<file path="src/rtl/axis_burst_drain_pkg.sv">
// axis_burst_drain_pkg: shared FSM state type and default sizing for the burst drain block
package axis_burst_drain_pkg;
  typedef enum logic [1:0] {IDLE, BURST, FLUSH} state_e;
  localparam int unsigned DEF_TDATA_WIDTH = 128;
  localparam int unsigned DEF_BURST_LEN   = 16;
endpackage

</file>
<file path="src/rtl/axis_out_reg.sv">
// axis_out_reg: single-entry AXI-Stream output register holding data and TLAST until the sink takes it
// Ports: clk_i/rst_ni clock and async active-low reset; load_i captures data_i/last_i;
//        ready_i is the sink's TREADY; valid_o/data_o/last_o drive the M-side beat.
module axis_out_reg #(
  parameter int unsigned TDATA_WIDTH = 128
) (
  input  logic                   clk_i,
  input  logic                   rst_ni,
  input  logic                   load_i,
  input  logic [TDATA_WIDTH-1:0] data_i,
  input  logic                   last_i,
  input  logic                   ready_i,
  output logic                   valid_o,
  output logic [TDATA_WIDTH-1:0] data_o,
  output logic                   last_o
);
  logic                   valid_q, valid_d, last_q, last_d;
  logic [TDATA_WIDTH-1:0] data_q, data_d;
  always_comb begin
    valid_d = load_i ? 1'b1 : (valid_q && ready_i) ? 1'b0 : valid_q;
    data_d  = load_i ? data_i : data_q;
    last_d  = load_i ? last_i : last_q;
  end
  always_ff @(posedge clk_i or negedge rst_ni) begin
    if (!rst_ni) begin
      valid_q <= 1'b0;
      data_q  <= '0;
      last_q  <= 1'b0;
    end else begin
      valid_q <= valid_d;
      data_q  <= data_d;
      last_q  <= last_d;
    end
  end
  assign valid_o = valid_q;
  assign data_o  = data_q;
  assign last_o  = last_q;
endmodule

</file>
<file path="src/rtl/axis_burst_drain.sv">
// axis_burst_drain: drains a FIFO in fixed-length AXI-Stream bursts, with flush for partial bursts
// Ports: aclk/aresetn clock and async active-low reset; S_AXIS_* FIFO side with fifo_count occupancy;
//        flush pulse requests a partial burst; M_AXIS_* burst output; busy, beats_sent, bursts_sent status.
module axis_burst_drain import axis_burst_drain_pkg::*; #(
  parameter int unsigned TDATA_WIDTH = DEF_TDATA_WIDTH,
  parameter int unsigned BURST_LEN   = DEF_BURST_LEN,
  parameter int unsigned CNT_W       = $clog2(BURST_LEN) + 1
) (
  input  logic                   aclk,
  input  logic                   aresetn,
  input  logic [TDATA_WIDTH-1:0] S_AXIS_TDATA,
  input  logic                   S_AXIS_TVALID,
  output logic                   S_AXIS_TREADY,
  input  logic [31:0]            fifo_count,
  input  logic                   flush,
  output logic [TDATA_WIDTH-1:0] M_AXIS_TDATA,
  output logic                   M_AXIS_TVALID,
  output logic                   M_AXIS_TLAST,
  input  logic                   M_AXIS_TREADY,
  output logic                   busy,
  output logic [31:0]            beats_sent,
  output logic [31:0]            bursts_sent
);
  state_e           state_q, state_d;
  logic [CNT_W-1:0] rem_q, rem_d;
  logic             fp_q, fp_d, fp_clr, s_hs, m_hs;
  logic [31:0]      beats_q, beats_d, bursts_q, bursts_d;
  // A held output beat only blocks intake if the sink is not taking it this cycle.
  assign S_AXIS_TREADY = (state_q != IDLE) && (rem_q != '0) && (!M_AXIS_TVALID || M_AXIS_TREADY);
  assign s_hs = S_AXIS_TVALID && S_AXIS_TREADY;
  assign m_hs = M_AXIS_TVALID && M_AXIS_TREADY;
  always_comb begin
    state_d = state_q;
    rem_d   = rem_q;
    fp_clr  = 1'b0;
    if (state_q == IDLE) begin
      // A full burst takes priority; a pending flush survives it and is served afterwards.
      if (fifo_count >= 32'(BURST_LEN)) begin
        state_d = BURST;
        rem_d   = CNT_W'(BURST_LEN);
      end else if (fp_q) begin
        fp_clr = 1'b1;
        if (fifo_count != '0) begin
          state_d = FLUSH;
          rem_d   = fifo_count[CNT_W-1:0];
        end
      end
    end else if (s_hs) begin
      rem_d = rem_q - CNT_W'(1);
      if (rem_q == CNT_W'(1)) state_d = IDLE;
    end
    fp_d     = flush || (fp_q && !fp_clr);
    beats_d  = beats_q + 32'(m_hs);
    bursts_d = bursts_q + 32'(m_hs && M_AXIS_TLAST);
  end
  always_ff @(posedge aclk or negedge aresetn) begin
    if (!aresetn) begin
      state_q  <= IDLE;
      rem_q    <= '0;
      fp_q     <= 1'b0;
      beats_q  <= '0;
      bursts_q <= '0;
    end else begin
      state_q  <= state_d;
      rem_q    <= rem_d;
      fp_q     <= fp_d;
      beats_q  <= beats_d;
      bursts_q <= bursts_d;
    end
  end
  axis_out_reg #(.TDATA_WIDTH(TDATA_WIDTH)) u_out (
    .clk_i   (aclk),
    .rst_ni  (aresetn),
    .load_i  (s_hs),
    .data_i  (S_AXIS_TDATA),
    .last_i  (rem_q == CNT_W'(1)),
    .ready_i (M_AXIS_TREADY),
    .valid_o (M_AXIS_TVALID),
    .data_o  (M_AXIS_TDATA),
    .last_o  (M_AXIS_TLAST)
  );
  assign busy        = (state_q != IDLE) || M_AXIS_TVALID;
  assign beats_sent  = beats_q;
  assign bursts_sent = bursts_q;
endmodule

</file>
<file path="config.mk">
export PLATFORM = sky130hd
export DESIGN_NAME = axis_burst_drain
export DESIGN_NICKNAME = d
export VERILOG_FILES = /design/src/rtl/axis_burst_drain_pkg.sv /design/src/rtl/axis_out_reg.sv /design/src/rtl/axis_burst_drain.sv
export SDC_FILE = /design/constraint.sdc
export NUM_CORES = 1
export LEC_CHECK = 0
export CAP_MARGIN = 20
export CORE_AREA = 3 3 141 143
export CTS_BUF_LIST = sky130_fd_sc_hd__clkbuf_4
export CTS_CLUSTER_DIAMETER = 120
export DETAILED_ROUTE_END_ITERATION = 7
export DIE_AREA = 0 0 144 146
export PLACE_DENSITY = 0.83
export SLEW_MARGIN = 15
export SYNTH_ARGS = -nofsm -noshare
export SYNTH_HDL_FRONTEND = slang
export SYNTH_SLANG_ARGS = --single-unit
</file>
<file path="constraint.sdc">
create_clock -name aclk -period 4.2 [get_ports aclk]
set_clock_uncertainty 0.2 [all_clocks]
set_input_delay 1.26 -clock aclk [delete_from_list [all_inputs] [get_ports aclk]]
set_output_delay 1.26 -clock aclk [all_outputs]
set_load 0.02 [all_outputs]
</file>
==> metrics.csv, run 1 <==
stage,metric,value,unit
drt,DR DRC count,0,
cts,TritonCTS clock tree,built,
cts,Clock Tree Buf Depth,3,
run,maximum capacitance violations,0,
yosys,Synth top area share,61.44,%
cts,Worst-Skew Late Latency,640,ps
place,GPL Wtd Cong,0.8395,
timing,unrepaired setup endpoints after global routing,false,
floorplan,Core Area,18710,um^2
floorplan,I/O Pins,361,
place,post-DP HPWL,17410,um
timing,final setup violating endpoints,0,
timing,Highest Clock Rate,252.4,MHz
floorplan,full die area,21020,um^2
power_and_ir_drop,PwrDens,612.2,nW/um^2
drt,DRT antenna net count,0,
yosys,ys async rst share,100.0,%
power_and_ir_drop,sequential share of power,37.3,%
power_and_ir_drop,Net Sw Frac,37.00,%
floorplan,Vert. Die Dim,146,um
yosys,Netlist Area Pre-Place,8227,um^2
yosys,"Avg Cell Area, Syn",9.770,um^2
cts,"Clk pin slew, worst setup/hold paths",60,ps
yosys,"EDFF count, synth",0,
timing,post-route worst setup slack,237.4,ps
critical_path,worst setup path class,input port to output port,
cells_and_area,area grow syn2layout,54.51,%
floorplan,Die X-Extent,144,um
yosys,cells after synthesis,842,
cts,CTS sink cnt,202,
timing,Tcrit/Tclk final,94.35,%
run_status,status,completed,
power_and_ir_drop,LEAKAGE,0.006085,uW
critical_path,crit path capture type,output port,
global_routing,first-pass GRT wire length,37630,um
timing,Worst-Margin Slew,672.9,ps
power_and_ir_drop,net switching power,2880,uW
global_routing,pin count of the biggest net entering global routing,86,
cells_and_area,"commonest non-fill, non-tap cell in the layout",nand2_1,
power_and_ir_drop,peak supply drop,0.3820,mV
critical_path,worst path arrival time,2500,ps
place,placed inst area,12040,um^2
timing,TNS Setup,0,ps
cells_and_area,most frequent cells in the layout,"nand2_1, clkdlybuf4s50_1, dfrtp_1, clkbuf_4, xnor2_1",
critical_path,critical path startpoint,M_AXIS_TREADY,
global_routing,number of antenna violations at the first check in global routing,1,
yosys,Syn Nets,1014,
cts,H-tree level count,2,
drt,vias per cell,4.816,
cells_and_area,final core occ,67.95,%
drt,Initial DRC Count,357,
floorplan,Initial Util,43.98,%
cts,CTS buffer count,53,
power_and_ir_drop,Clk pwr share,22.1,%
drt,routed len/inst,15.99,um
critical_path,largest fanout on the critical path,4,
yosys,Yosys reg bits,202,
drt,DRT Wirelength,24080,um
cells_and_area,share of layout cells above drive strength 1,7.789,%
critical_path,WP data required,2740,ps
drt,DR pass1 iterations,4,
timing,Slew Limit Fails,0,
worst_hold_path,hold_sp,u_out.data_o[115],
global_routing,overflow left after global routing,0,
critical_path,Worst Setup Start Kind,input port,
cells_and_area,Filler Cell Count,1406,
cts,hold buffer count at CTS,0,
yosys,sequential fraction of the synthesis area,61.44,%
power_and_ir_drop,Int Pwr,4902,uW
critical_path,Worst R2R Start,u_out.valid_o,
yosys,ys flop type,dfrtp_1,
worst_hold_path,Min-Delay Path Class,flip-flop to flip-flop,
power_and_ir_drop,combinational group share of total power,40.7,%
yosys,top cell type by total area after synthesis,dfrtp_1,
timing,Tmin final,3963,ps
yosys,ranking of synthesized cells by area,"dfrtp_1, nand2_1, xnor2_1",
floorplan,row count,50,
cells_and_area,"Design Area, Final",12710,um^2
cts,CTS root buf,clkbuf_4,
yosys,"Distinct cells, synth",41,
yosys,Ys Warns,0,
global_routing,vias in the first global route,7386,
cells_and_area,Nets,1406,
global_routing,gr usage total,22.37,%
timing,Slew headroom,55.14,%
place,PortBufs,360,
place,pre-CTS setup slack,-58.06,ps
drt,via count,7253,
timing,final hold vios,0,
-- state kept, by name (all words and copies together) (netlist names) --
register and cells:
u_out.data_o 128, beats_sent 32, bursts_sent 32, rem_q 5
state_q 2, fp_q 1, u_out.last_o 1, u_out.valid_o 1
-- synthesized netlist by cell type, types with 2 or more instances --
cell type  number
nor3_1          6
a22oi_1         2
a21oi_1         3
nor2_1         15
and2_1          6
nor4_1         10
nand2b_1        2
buf_2          13
xnor2_1        42
and4_1          8
inv_1           6
buf_1           5
nor4_2          3
xor2_1         18
ha_1            7
o22ai_1         2
nand2_1       413
nand3_1        29
and3_1          9
buf_6          11
dfrtp_1       202
nand4_1        11
-- path summary, 6_finish.rpt --
check	end	slack [ps]	cells after the start
min reg2reg	u_out.data_o[115]	270	2
min	u_out.data_o[115]	270	2
min in group asynchronous	beats_sent[14]	470	1
max in group asynchronous	u_out.data_o[91]	2510	2
max	S_AXIS_TREADY	240	4
max reg2reg	bursts_sent[22]	1790	8
-- power groups by stage --
stage	clock [uW]	sequential (uW)	combinational, uW
final	1720	2900	3160
after global routing	1880	2970	3400
after CTS	1770	2910	3210
after detailed placement	0	2930	3190
after global placement	0	2890	3150
after floorplan	0	3610	834
-- final cells by class --
cell class	instances	area (um^2)	area share, %
multi-input cells	603	2939	23.12
clock buffers	79	593.1	4.666
diodes	1	2.502	0.01969
clock inverters	13	77.57	0.6103
well taps	234	292.8	2.303
flip-flops and latches	202	5055	39.77
repair buffers	368	3729	29.33
inverters	6	22.52	0.1772
-- what timing repair did --
| item | CTS | global route |
|---|---|---|
| buffers inserted | 0 | 0 |
| setup endpoints to repair | 1 | 0 |
| gates resized for setup | 1 | 0 |
-- logic make-up after synthesis --
family / Yosys count / synth area share (%)
XOR/XNOR: 60 / 6.388
buffers and inverters: 37 / 2.935
flip-flops: 202 / 61.44
AND/OR/NAND/NOR: 521 / 26.87
adder cells (fa/ha/maj): 7 / 1.065
multiplexers: 1 / 0.1217
AO/OA/AOI/OAI: 14 / 1.171
-- per-stage QoR --
stage               total power [uW]  hold slack (ps)  instances
floorplan                       4445            275.7        842
finish                          7782            271.1       1506
CTS                             7884            275.7       1505
global placement                6039            255.9       1413
global route                    8247            287.3       1506
detailed placement              6124            260.8       1413
-- worst max-delay path: stages --
cell and delay [ps]:
clkdlybuf4s50_1 470, nand2b_1 230, and3_1 180, dlygate4sd2_1 360
-- layer usage --
layer  wire length, um  vias to the layer above  share of wire (%)  GRT usage [%]
met5                 0                        -                  0              0
met3              1984                       59                8.2          6.671
li1                  -                     3498                  -              -
met4               705                        0                2.9          8.475
met1              9014                     3393                 37          25.39
met2             12370                      303                 51          39.27
Note: power is estimated with default switching activity, not from simulation.
==> run 2, diff against run 1 <==
Settings changed: CAP_MARGIN 20 to unset.
==> results of run 2 <==
No change in the layout: final DEF, timing and power equal those of run 1.
==> run 3, diff against run 2 <==
Settings changed: SKIP_CTS_REPAIR_TIMING set to 1, SLEW_MARGIN 15 to unset.
==> run 3 against run 2 <==
Sequential power about the same. Fmax increased by 2.8%. Global-route usage unchanged. Sequential cell count unchanged. Total power about the same. Combinational power about the same. Design area about the same. Via count unchanged. Sequential share of layout area about the same. Final cell count unchanged. Critical path depth unchanged. Critical path type unchanged. Largest cell class unchanged.
==> metrics.csv, run 3 (synthesized netlist as in run 1, its figures left out) <==
stage,metric,value,unit
floorplan,Initial Util,43.98,%
timing,final setup violating endpoints,0,
drt,vias per cell,4.816,
power_and_ir_drop,PwrDens,612.2,nW/um^2
drt,DRT Wirelength,24070,um
place,GPL Wtd Cong,0.8395,
critical_path,crit path capture type,output port,
floorplan,full die area,21020,um^2
floorplan,Die X-Extent,144,um
global_routing,gr usage total,22.37,%
timing,final hold vios,0,
cts,CTS root buf,clkbuf_4,
timing,Tmin final,3853,ps
drt,wire length on met3,1981,um
timing,Tcrit/Tclk final,91.74,%
cts,"Clk pin slew, worst setup/hold paths",60,ps
global_routing,number of antenna violations at the first check in global routing,1,
run,maximum capacitance violations,0,
global_routing,first-pass GRT wire length,37630,um
critical_path,Worst Setup Start Kind,input port,
critical_path,critical path startpoint,M_AXIS_TREADY,
worst_hold_path,Min-Delay Path Class,flip-flop to flip-flop,
power_and_ir_drop,peak supply drop,0.3820,mV
power_and_ir_drop,LEAKAGE,0.006090,uW
cells_and_area,Finished Layout Cells,1506,
worst_hold_path,hold_sp,u_out.data_o[115],
drt,DRT antenna net count,0,
drt,uppermost layer routed,met4,
cells_and_area,most frequent cells in the layout,"nand2_1, clkdlybuf4s50_1, dfrtp_1, clkbuf_4, xnor2_1",
place,dpl cells,1413,
drt,DR pass1 iterations,4,
critical_path,largest fanout on the critical path,4,
drt,DR DRC count,0,
cts,CTS sink cnt,202,
timing,unrepaired setup endpoints after global routing,false,
cells_and_area,"commonest non-fill, non-tap cell in the layout",nand2_1,
floorplan,I/O Pins,361,
cts,Worst-Skew Late Latency,640,ps
cells_and_area,area grow syn2layout,54.56,%
critical_path,worst path arrival time,2390,ps
floorplan,Vert. Die Dim,146,um
cts,TritonCTS clock tree,built,
timing,Worst-Margin Slew,672.9,ps
timing,Slew headroom,55.14,%
run_status,status,completed,
cts,Clock Tree Buf Depth,3,
critical_path,worst setup path class,input port to output port,
cells_and_area,final core occ,67.97,%
drt,routed len/inst,15.98,um
cts,CTS buffer count,53,
global_routing,overflow left after global routing,0,
critical_path,Worst R2R Start,u_out.valid_o,
critical_path,WP data required,2740,ps
floorplan,row count,50,
timing,Slew Limit Fails,0,
cts,H-tree level count,2,
global_routing,pin count of the biggest net entering global routing,86,
cells_and_area,share of layout cells above drive strength 1,7.789,%
drt,DR WL met2,12380,um
drt,DRT met1 WL,9011,um
place,post-DP HPWL,17410,um
global_routing,vias in the first global route,7386,
drt,via count,7253,
cells_and_area,Nets,1406,
cells_and_area,max reg flops,128,
timing,Highest Clock Rate,259.5,MHz
drt,Initial DRC Count,357,
floorplan,Core Area,18710,um^2
place,PortBufs,360,
-- run 3: path summary, 6_finish.rpt --
path	cells after the start	endpoint	slack (ps)
setup / recovery	4	S_AXIS_TREADY	350
hold / removal	2	u_out.data_o[115]	270
setup reg to reg	8	bursts_sent[22]	1790
hold reg to reg	2	u_out.data_o[115]	270
max in group asynchronous	2	u_out.data_o[91]	2510
min in group asynchronous	1	beats_sent[14]	470
-- run 3: metal layers --
metal | global-route usage, % | vias to the layer above
li1 | - | 3498
met1 | 25.39 | 3395
met2 | 39.27 | 301
met3 | 6.671 | 59
met4 | 8.475 | 0
met5 | 0 | -
-- run 3: stage by stage --
| step | total power, uW | setup WS, ps | area, um^2 | hold slack, ps | TNS, ps |
|---|---|---|---|---|---|
| 2_1_floorplan | 4445 | 1045 | 8227 | 275.7 | 0 |
| 3_3_place_gp | 6039 | -49.50 | 12040 | 255.9 | -49.50 |
| 3_5_place_dp | 6124 | -58.06 | 12040 | 260.8 | -58.06 |
| 4_1_cts | 7888 | -51.77 | 12710 | 275.7 | -51.77 |
| 5_1_grt | 8250 | 262.6 | 12710 | 287.3 | 0 |
| 6_report | 7784 | 347.0 | 12710 | 271.1 | 0 |
-- run 3: worst max-delay path, stage by stage --
cell             delay (ps)
clkdlybuf4s50_1         470
nand2b_1                230
and3_1                  180
dlymetal6s2s_1          250
-- run 3: report_power, final --
group | switching (uW) | total (uW) | leakage (uW) | internal [uW]
sequential | 360 | 2900 | 0.00257 | 2540
clock | 801 | 1720 | 0.000401 | 915
combinational | 1720 | 3170 | 0.00312 | 1450
-- run 3: cell type report --
| cell class | instances | area [um^2] |
|---|---|---|
| antenna | 1 | 2.502 |
| clock buffer | 79 | 593.1 |
| clock inverter | 13 | 77.57 |
| fill | 1407 | 5991 |
| inverter | 6 | 22.52 |
| multi-input combinational | 603 | 2939 |
| sequential | 202 | 5055 |
| tap | 234 | 292.8 |
| timing repair buffer | 368 | 3732 |
